$ cat config.mk
export PLATFORM = sky130hd
export DESIGN_NAME = dwt97_line_sequencer
export DESIGN_NICKNAME = d
export VERILOG_FILES = /design/src/rtl/dwt97_line_sequencer.sv
export SDC_FILE = /design/constraint.sdc
export NUM_CORES = 1
export LEC_CHECK = 0
export CORE_MARGIN = 4
export CORE_UTILIZATION = 48
export CTS_BUF_LIST = sky130_fd_sc_hd__clkbuf_16
export CTS_CLUSTER_SIZE = 25
export DETAILED_ROUTE_END_ITERATION = 7
export HOLD_SLACK_MARGIN = 0.03
export PLACE_DENSITY = 0.79
export SETUP_SLACK_MARGIN = 0.05
export SLEW_MARGIN = 25
export SYNTH_ARGS = -nofsm -noshare
export SYNTH_HDL_FRONTEND = slang
export SYNTH_SLANG_ARGS = --single-unit
$ cat constraint.sdc
create_clock -name clk_i -period 2.9 [get_ports clk_i]
set_input_delay 0.29 -clock clk_i [delete_from_list [all_inputs] [get_ports clk_i]]
set_output_delay 0.29 -clock clk_i [all_outputs]
set_load 0.02 [all_outputs]
$ cat src/rtl/dwt97_line_sequencer.sv
// -----------------------------------------------------------------------------
// dwt97_line_sequencer
//
// Frames a raw stream of {odd, even} sample pairs into lines and frames for a
// DWT 9/7 1D lifting processing unit.
// - After each line it appends FlushBeats zero pair-beats so the unit's delay
//   buffers drain.
// - On the return path it discards the first FlushBeats (warm-up) outputs of
//   every line and re-frames the remaining coefficients for the downstream
//   stage.
//
// Ports
//   clk_i, rst_ni                    clock, asynchronous active-low reset
//   cfg_pairs_i, cfg_lines_i         pairs per line / lines per frame (latched on start)
//   start_i, busy_o, done_o, err_o   frame control and sticky framing error
//   s_*                              raw pair input stream {odd, even}
//   pu_*                             stream towards the processing unit
//   pr_*                             stream returning from the processing unit
//   m_*                              framed coefficient output {high, low}
// -----------------------------------------------------------------------------
module dwt97_line_sequencer #(
    parameter int DataWidth       = 16,
    parameter int MaximumSideSize = 512,
    parameter int FlushBeats      = 2,
    localparam int CntWidth       = $clog2(MaximumSideSize) + 1
) (
    input  logic                   clk_i,
    input  logic                   rst_ni,
    input  logic [CntWidth-1:0]    cfg_pairs_i,
    input  logic [CntWidth-1:0]    cfg_lines_i,
    input  logic                   start_i,
    output logic                   busy_o,
    output logic                   done_o,
    output logic                   err_o,
    output logic                   s_ready_o,
    input  logic                   s_valid_i,
    input  logic [2*DataWidth-1:0] s_data_i,
    input  logic                   pu_ready_i,
    output logic                   pu_valid_o,
    output logic                   pu_sof_o,
    output logic                   pu_eol_o,
    output logic [2*DataWidth-1:0] pu_data_o,
    output logic                   pr_ready_o,
    input  logic                   pr_valid_i,
    input  logic                   pr_sof_i,
    input  logic                   pr_eol_i,
    input  logic [2*DataWidth-1:0] pr_data_i,
    input  logic                   m_ready_i,
    output logic                   m_valid_o,
    output logic                   m_sof_o,
    output logic                   m_eol_o,
    output logic [2*DataWidth-1:0] m_data_o
);

    typedef enum logic [1:0] {
        ST_IDLE,
        ST_LINE,
        ST_FLUSH,
        ST_DRAIN
    } state_e;

    localparam logic [CntWidth-1:0] CntOne       = CntWidth'(1);
    localparam logic [CntWidth-1:0] FlushCnt     = CntWidth'(FlushBeats);
    localparam logic [CntWidth-1:0] FlushLastOff = CntWidth'(FlushBeats - 1);
    localparam logic [2:0]          FlushLast    = 3'(FlushBeats - 1);

    state_e              state_q, state_d;
    logic [CntWidth-1:0] cfg_pairs_q, cfg_lines_q;
    logic [CntWidth-1:0] pair_cnt_q, line_idx_q;
    logic [2:0]          flush_cnt_q;
    logic [CntWidth-1:0] out_beat_q, out_line_q;
    logic                busy_q, done_q, err_q;

    logic start_acc;
    logic pu_xfer, pr_xfer;
    logic in_last_pair, in_last_line, flush_last;
    logic out_last_beat, out_last_line, out_first_beat;
    logic frame_end;

    assign start_acc      = start_i & ~busy_q;
    assign pu_xfer        = pu_valid_o & pu_ready_i;
    assign pr_xfer        = pr_valid_i & pr_ready_o;
    assign in_last_pair   = (pair_cnt_q == cfg_pairs_q - CntOne);
    assign in_last_line   = (line_idx_q == cfg_lines_q - CntOne);
    assign flush_last     = (flush_cnt_q == FlushLast);
    // A returned line is cfg_pairs + FlushBeats beats long: warm-up beats first.
    assign out_last_beat  = (out_beat_q == cfg_pairs_q + FlushLastOff);
    assign out_last_line  = (out_line_q == cfg_lines_q - CntOne);
    assign out_first_beat = (out_line_q == '0) && (out_beat_q == '0);
    // The final returned beat is always a forwarded one, so pr_xfer implies
    // the downstream accepted it.
    assign frame_end      = busy_q & pr_xfer & out_last_beat & out_last_line;

    assign busy_o = busy_q;
    assign done_o = done_q;
    assign err_o  = err_q;

    always_ff @(posedge clk_i or negedge rst_ni) begin
        if (!rst_ni) begin
            state_q <= ST_IDLE;
        end else begin
            state_q <= state_d;
        end
    end

    // Input-side next state and stream muxing.
    always_comb begin
        state_d    = state_q;
        s_ready_o  = 1'b0;
        pu_valid_o = 1'b0;
        pu_sof_o   = 1'b0;
        pu_eol_o   = 1'b0;
        pu_data_o  = '0;
        case (state_q)
            ST_IDLE: begin
                if (start_acc) begin
                    state_d = ST_LINE;
                end
            end
            ST_LINE: begin
                pu_valid_o = s_valid_i;
                s_ready_o  = pu_ready_i;
                pu_data_o  = s_data_i;
                pu_sof_o   = s_valid_i & (line_idx_q == '0) & (pair_cnt_q == '0);
                if (s_valid_i && pu_ready_i && in_last_pair) begin
                    state_d = ST_FLUSH;
                end
            end
            ST_FLUSH: begin
                pu_valid_o = 1'b1;
                pu_eol_o   = flush_last;
                if (pu_ready_i && flush_last) begin
                    state_d = in_last_line ? ST_DRAIN : ST_LINE;
                end
            end
            ST_DRAIN: begin
            end
            default: begin
                state_d = ST_IDLE;
            end
        endcase
        // Frame completion is decided by the output side, whatever the input
        // side is doing at that moment.
        if (frame_end) begin
            state_d = ST_IDLE;
        end
    end

    // Output side: drop warm-up beats, forward the rest with fresh markers.
    always_comb begin
        pr_ready_o = 1'b0;
        m_valid_o  = 1'b0;
        m_sof_o    = 1'b0;
        m_eol_o    = 1'b0;
        m_data_o   = '0;
        if (busy_q) begin
            if (out_beat_q < FlushCnt) begin
                pr_ready_o = 1'b1;
            end else begin
                m_valid_o  = pr_valid_i;
                pr_ready_o = m_ready_i;
                m_data_o   = pr_data_i;
                m_sof_o    = pr_valid_i & (out_line_q == '0) & (out_beat_q == FlushCnt);
                m_eol_o    = pr_valid_i & out_last_beat;
            end
        end
    end

    always_ff @(posedge clk_i or negedge rst_ni) begin
        if (!rst_ni) begin
            cfg_pairs_q <= '0;
            cfg_lines_q <= '0;
            pair_cnt_q  <= '0;
            line_idx_q  <= '0;
            flush_cnt_q <= '0;
            out_beat_q  <= '0;
            out_line_q  <= '0;
            busy_q      <= 1'b0;
            done_q      <= 1'b0;
            err_q       <= 1'b0;
        end else begin
            done_q <= frame_end;
            if (start_acc) begin
                cfg_pairs_q <= cfg_pairs_i;
                cfg_lines_q <= cfg_lines_i;
                pair_cnt_q  <= '0;
                line_idx_q  <= '0;
                flush_cnt_q <= '0;
                out_beat_q  <= '0;
                out_line_q  <= '0;
                busy_q      <= 1'b1;
                err_q       <= 1'b0;
            end else begin
                if (pu_xfer) begin
                    if (state_q == ST_LINE) begin
                        pair_cnt_q <= in_last_pair ? '0 : pair_cnt_q + CntOne;
                    end else if (state_q == ST_FLUSH) begin
                        if (flush_last) begin
                            flush_cnt_q <= '0;
                            if (!in_last_line) begin
                                line_idx_q <= line_idx_q + CntOne;
                            end
                        end else begin
                            flush_cnt_q <= flush_cnt_q + 3'd1;
                        end
                    end
                end
                // Markers from the unit are only checked; framing always
                // follows the local counters.
                if (pr_xfer) begin
                    if (out_last_beat) begin
                        out_beat_q <= '0;
                        out_line_q <= out_line_q + CntOne;
                    end else begin
                        out_beat_q <= out_beat_q + CntOne;
                    end
                    if ((pr_eol_i != out_last_beat) || (pr_sof_i != out_first_beat)) begin
                        err_q <= 1'b1;
                    end
                end
                if (frame_end) begin
                    busy_q      <= 1'b0;
                    pair_cnt_q  <= '0;
                    line_idx_q  <= '0;
                    flush_cnt_q <= '0;
                    out_beat_q  <= '0;
                    out_line_q  <= '0;
                end
            end
        end
    end

endmodule

# ---- Yosys cells after proc, flatten, opt, wreduce, memory -nomap -nowiden
# Cells that the tools add are included.
# W data, S select, Z words.
dict set report op_classes {
  n_addsub 8
  reduce_logical 26
  muxes 52
  magnitude_cmp 1
  eq_ne 15
  bitwise_logic 12
}
# op n
set ops {}
lappend ops {{$mux W10} 20}
lappend ops {{$mux W32} 3}
lappend ops {{$add A10 B1 Y10 const B} 5}
lappend ops {{$eq A10 B10 Y1} 4}
lappend ops {{$logic_not A10 Y1} 4}
lappend ops {{$sub A10 B1 Y10 const B} 2}
lappend ops {{$mux W3} 6}
lappend ops {{$reduce_bool A3 Y1} 6}
lappend ops {{$mux W1} 16}
lappend ops {{$ne A3 B3 Y1 const B} 4}
lappend ops {{$and A1 B1 Y1} 11}
lappend ops {{$eq A10 B2 Y1 const B} 1}
lappend ops {{$lt A10 B2 Y1 const B} 1}
lappend ops {{$mux W2} 5}
lappend ops {{$pmux W2 S3} 1}
lappend ops {{$reduce_and A2 Y1} 3}
lappend ops {{$reduce_bool A2 Y1} 3}
lappend ops {{$reduce_and A5 Y1} 1}
lappend ops {{$logic_and A1 B1 Y1} 4}
lappend ops {{$reduce_and A4 Y1} 1}
lappend ops {{$reduce_bool A4 Y1} 1}
lappend ops {{$add A3 B1 Y3 const B} 1}
lappend ops {{$eq A3 B1 Y1 const B} 1}
lappend ops {{$ne A3 B2 Y1 const B} 1}
lappend ops {{8 further kinds} 9}
dict set report totals {
  inputBits 93
  register_bits 68
}

# ---- Logic depth before layout (Yosys ltp)
dict set report depth {
  depth_word 9
  mapped_depth 11
  depth_no_buf 9
}

# ---- Least setup slack after synthesis
# No wires, ideal clock.
dict set report synth_timing {
  path_type {register -> register}
  startpoint {reg cfg_pairs_q[0]}
  endpoint {reg out_line_q[5]}
  required_ns 2.771
  arrival_ns 2.397
  stages_incl_launch_ff 12
  setup_time_ns 0.129
  setup_slack_ns 0.374
  synth_period_minus_slack_ns 2.526
  path_cell_list {dfrtp_1 -> clkbuf_1 -> inv_1 -> ha_1 -> xor2_1 -> nor2_1 -> o2111ai_1 -> a211oi_1 -> a31oi_1 -> buf_2 -> a22oi_1 -> o31ai_1}
}
dict set report synth_between {
  elab_chain_cells 6
}
# item line
set synth_lines {}
lappend synth_lines {{start, declared} 68} ;# logic [CntWidth-1:0] cfg_pairs_q, cfg_lines_q;
lappend synth_lines {{start signal, assigned} 184} ;# cfg_pairs_q <= cfg_pairs_i;
lappend synth_lines {{$add A10 B1 Y10 (*)} 87} ;# assign out_last_beat = (out_beat_q == cfg_pairs_q + FlushLastOff);
lappend synth_lines {{$eq A10 B10 Y1 (*)} 87}
lappend synth_lines {{$and A1 B1 Y1 (2 in a row)} 92} ;# assign frame_end = busy_q & pr_xfer & out_last_beat & out_last_line;
lappend synth_lines {{$reduce_bool A3 Y1 (no source line) / $mux W10 (equally long branches)} --}
lappend synth_lines {{$reduce_and A2 Y1 (no source line) / $mux W10 (equally long branches)} --}
lappend synth_lines {{end signal, assigned} 213} ;# out_line_q <= out_line_q + CntOne;
lappend synth_lines {{end, declared} 71} ;# logic [CntWidth-1:0] out_beat_q, out_line_q;
# Every way passes the cells marked *; elsewhere a longest branch is shown, timed or not.
# A chain may end at the register's enable or synchronous reset.

# ---- Final worst setup path
dict set report layout_timing {
  startpoint {reg out_beat_q[7]}
  endpoint {out m_data_o[14]}
}
dict set report layout_between {
  elab_chain_cells 3
}
# item line
set layout_lines {}
lappend layout_lines {{start, declared} 71}
lappend layout_lines {{start signal, assigned} 215} ;# out_beat_q <= out_beat_q + CntOne;
lappend layout_lines {{$lt A10 B2 Y1} 157} ;# if (out_beat_q < FlushCnt) begin
lappend layout_lines {{$mux W32} 157}
lappend layout_lines {{$mux W32} 156} ;# if (busy_q) begin
lappend layout_lines {{end, declared} 52} ;# output logic [2*DataWidth-1:0] m_data_o
# Every way passes these cells.

==> impl_metrics.toml <==
[pwr]
p_total_mw = 5.291
p_sw_share_pct = 41.90
p_comb_share_pct = 55.1
p_seq_share_pct = 26.8
power_leakage_nw = 3.338
p_clk_share_pct = 18.1
switchingPower_mw = 2.217
powerDensity_nw_per_um2 = 686.0
vdd_drop_max_mv = 0.5607
p_int_mw = 3.074

[timing]
fin_ws_ns = 0.1266
tightestPinTransition_ns = 0.8988
grt_setup_unrepaired = "false"
hold_viol = 0
fmax_mhz = 360.6
setup_violations = 0
timing.hold.ws_ns = 0.1679
fin_crit_sh_pct = 95.63
slew_headroom_pct = 40.08
final.setup_skew_ns = 0.008121
slew_viol_final = 0
fin_tns_setup_ns = 0
min_period_ns = 2.773

[synthesis]
synth_area_leader_cell = "dfrtp_1"
avgSynthCellArea_um2 = 7.993
async_flop_share_pct = 100.0
synth_top_area_share_pct = 31.31
synth_top_family_by_area = "simple AND/OR/NAND/NOR gates"
synthAdderAreaFrac_pct = 3.453
synth_compound_area_share_pct = 13.81
yosys-top-cells-area = "dfrtp_1 (31%), and2_1 (8.3%), nand2_1 (6.8%)"
synth_seq_cells = 68
synthMuxAreaShare_pct = 0.7597
synth_most_common_cell = "nand2_1"
synth_ff_type = "dfrtp_1"
synth_fp_nets = 788
synth-seq-area-share_pct = 31.31
synth_cell_types = 65
synth-edff-count = 0
synthXorXnorAreaFrac_pct = 10.91
synth-simple-area-share_pct = 34.71
synthesis.area_um2 = 5435
ys_warn_count = 0
synthTopCellsByCount = "nand2_1 (99), and2_1 (72), dfrtp_1 (68)"
synthCells = 680

[grt]
antenna_found_initial = 0
grt_pass1_wl_um = 27390
grt_max_degree = 69
grt_use_total_pct = 25.91
grt.overflow.total = 0
grt_pass1_vias = 5557

[worst_setup_path]
crit_path_start_kind = "flip-flop"
reg2regPathDepth = 9
crit_start = "out_beat_q[7]"
required_ns = 2.61
worstReg2RegStart = "cfg_pairs_q[6]"
cp-end-kind = "output pin"
r2r-end = "line_idx_q[2]"
crit_type = "reg -> out"
worstSetupEndpoint = "m_data_o[14]"
cp_max_fo = 32
path_cells = "nor4_4 > nand2_1 > nor2_1 > nor2b_1 > buf_4 > and2_1 > clkdlybuf4s50_1"
cp_slowest_stage_delay_ns = 0.54
cp_data_arrival_time_ns = 2.48
r2r_setup_slack_ns = 0.23
crit_slowest_cell = "clkdlybuf4s50_1"

[place]
dpl_worst_slack_ns = 0.05421
dpl.hpwl_um = 13240
placed_area_um2 = 7372
dp.cells = 979
routabilityCongestion = 0.9596
port_buffers = 167

[drt]
vias = 5553
antenna_left = 0
vias_per_cell = 5.575
drt_pre_antenna_iters = 5
drt_iter0_drc = 359
wire_per_inst_um = 17.33
drc = 0
drt_wl_total_um = 17260

[final_layout]
insertedDiodeCount = 0
stdcell_count = 996
fillers = 848
fin_nets = 959
syn2layout_area_growth_pct = 41.90
stdcell_area_um2 = 7712
utilization_pct = 70.22
drive_above_1_share_pct = 8.294

[die]
dieWidth_um = 114.4
row_count = 38
die_area_um2 = 13090
coreArea_um2 = 10980
die_h_um = 114.4
ios = 168
initial_utilization_pct = 49.49

[status]
status = "finished, final reports clean"

[clocking]
cts.root.buffer_cell = "clkbuf_16"
path_clk_slew_ns = 0.06
cts_buffers = 9
cts_tree = "done"
clkSinkCount = 68
clock_latency_ns = 0.33
cts.path.max_buffers = 2
postCtsHoldBufs = 0
htree_levels = 3

[job]
drv_cap = 0

[worst_hold_path]
hp-class = "in -> async"
==> cells in the final DEF (no fill, tap or decap), types with 4 or more instances in the layout <==
cell / instances
nor2_1: 46
xnor2_1: 31
a211oi_1: 5
or4_1: 7
nand3_1: 27
and2_1: 73
nor3b_1: 8
nand4_1: 11
nand2b_1: 8
clkbuf_16: 9
nor4_1: 9
nor4_4: 4
o31ai_1: 9
dlymetal6s2s_1: 10
or2_2: 6
nor2b_1: 8
o211ai_1: 5
a21oi_1: 19
and3_1: 13
xor2_1: 29
dfrtp_1: 66
clkdlybuf4s50_1: 154
nand2_1: 99
or3_1: 6
a22oi_1: 6
o21ai_0: 33
ha_1: 15
nor3_1: 8
buf_4: 33
inv_1: 27
==> worst max-delay path: cells and delay by family, from the launching register on <==
kind / cells / cell delay, ns
AND/OR/NAND/NOR: 5 / 0.92
flip-flops: 1 / 0.46
buffers and inverters: 2 / 0.76
==> flip-flops by register name, summed over array words and instances (netlist names) <==
register and count:
line_idx_q 10, cfg_pairs_q 10, state_q 2, cfg_lines_q 10, flush_cnt_q 3, out_beat_q 10
pair_cnt_q 10, out_line_q 10, busy_o 1, err_o 1, done_o 1
==> what timing repair did <==
| action | in CTS | in global routing |
|---|---|---|
| setup endpoints to repair | 35 | 65 |
| pin swaps | 0 | 1 |
| buffers inserted | 0 | 1 |
| gates resized for setup | 11 | 17 |
==> worst min path at each step <==
stage / from / end / slack [ns] / cells after the start
final: rst_ni / out_line_q[2] / 0.17 / 2
after global routing: rst_ni / out_line_q[5] / 0.26 / 2
after CTS: rst_ni / out_line_q[5] / 0.21 / 2
after detailed placement: rst_ni / cfg_lines_q[2] / 0.56 / 2
after global placement: rst_ni / out_line_q[5] / 0.54 / 2
after floorplan: rst_ni / busy_o / -0.006 / 0
==> routing by layer <==
| metal | part of all wire (%) | track usage (%) | vias to the layer above |
|---|---|---|---|
| met2 | 52 | 44.63 | 156 |
| li1 | - | - | 2693 |
| met1 | 42 | 33.24 | 2674 |
| met3 | 4.0 | 4.017 | 30 |
| met5 | 0 | 0 | - |
| met4 | 2.1 | 8.393 | 0 |
==> area by class of cell <==
class	instances	area (um2)	area share [%]
Multi-Input combinational cell	547	3520	45.64
Timing Repair Buffer	202	1973	25.58
Sequential cell	68	1704	22.10
Clock buffer	9	225.2	2.920
Tap cell	140	175.2	2.271
Inverter	23	86.33	1.119
Clock inverter	7	28.78	0.3731
==> cell families after synthesis <==
| family | Yosys count |
|---|---|
| simple gates | 352 |
| compound gates | 113 |
| flops | 68 |
| buf+inv | 65 |
| xor+xnor | 63 |
| fa+ha+maj | 15 |
| mux | 4 |
==> power by group through the flow <==
stage | clock network, mW | registers [mW] | logic (mW)
2_1_floorplan | 0 | 1.30 | 1.85
3_3_place_gp | 0 | 1.40 | 2.76
3_5_place_dp | 0 | 1.42 | 2.85
4_1_cts | 0.976 | 1.41 | 2.89
5_1_grt | 1.02 | 1.45 | 3.16
6_report | 0.957 | 1.42 | 2.91
Power figures use the tool's default switching activity.
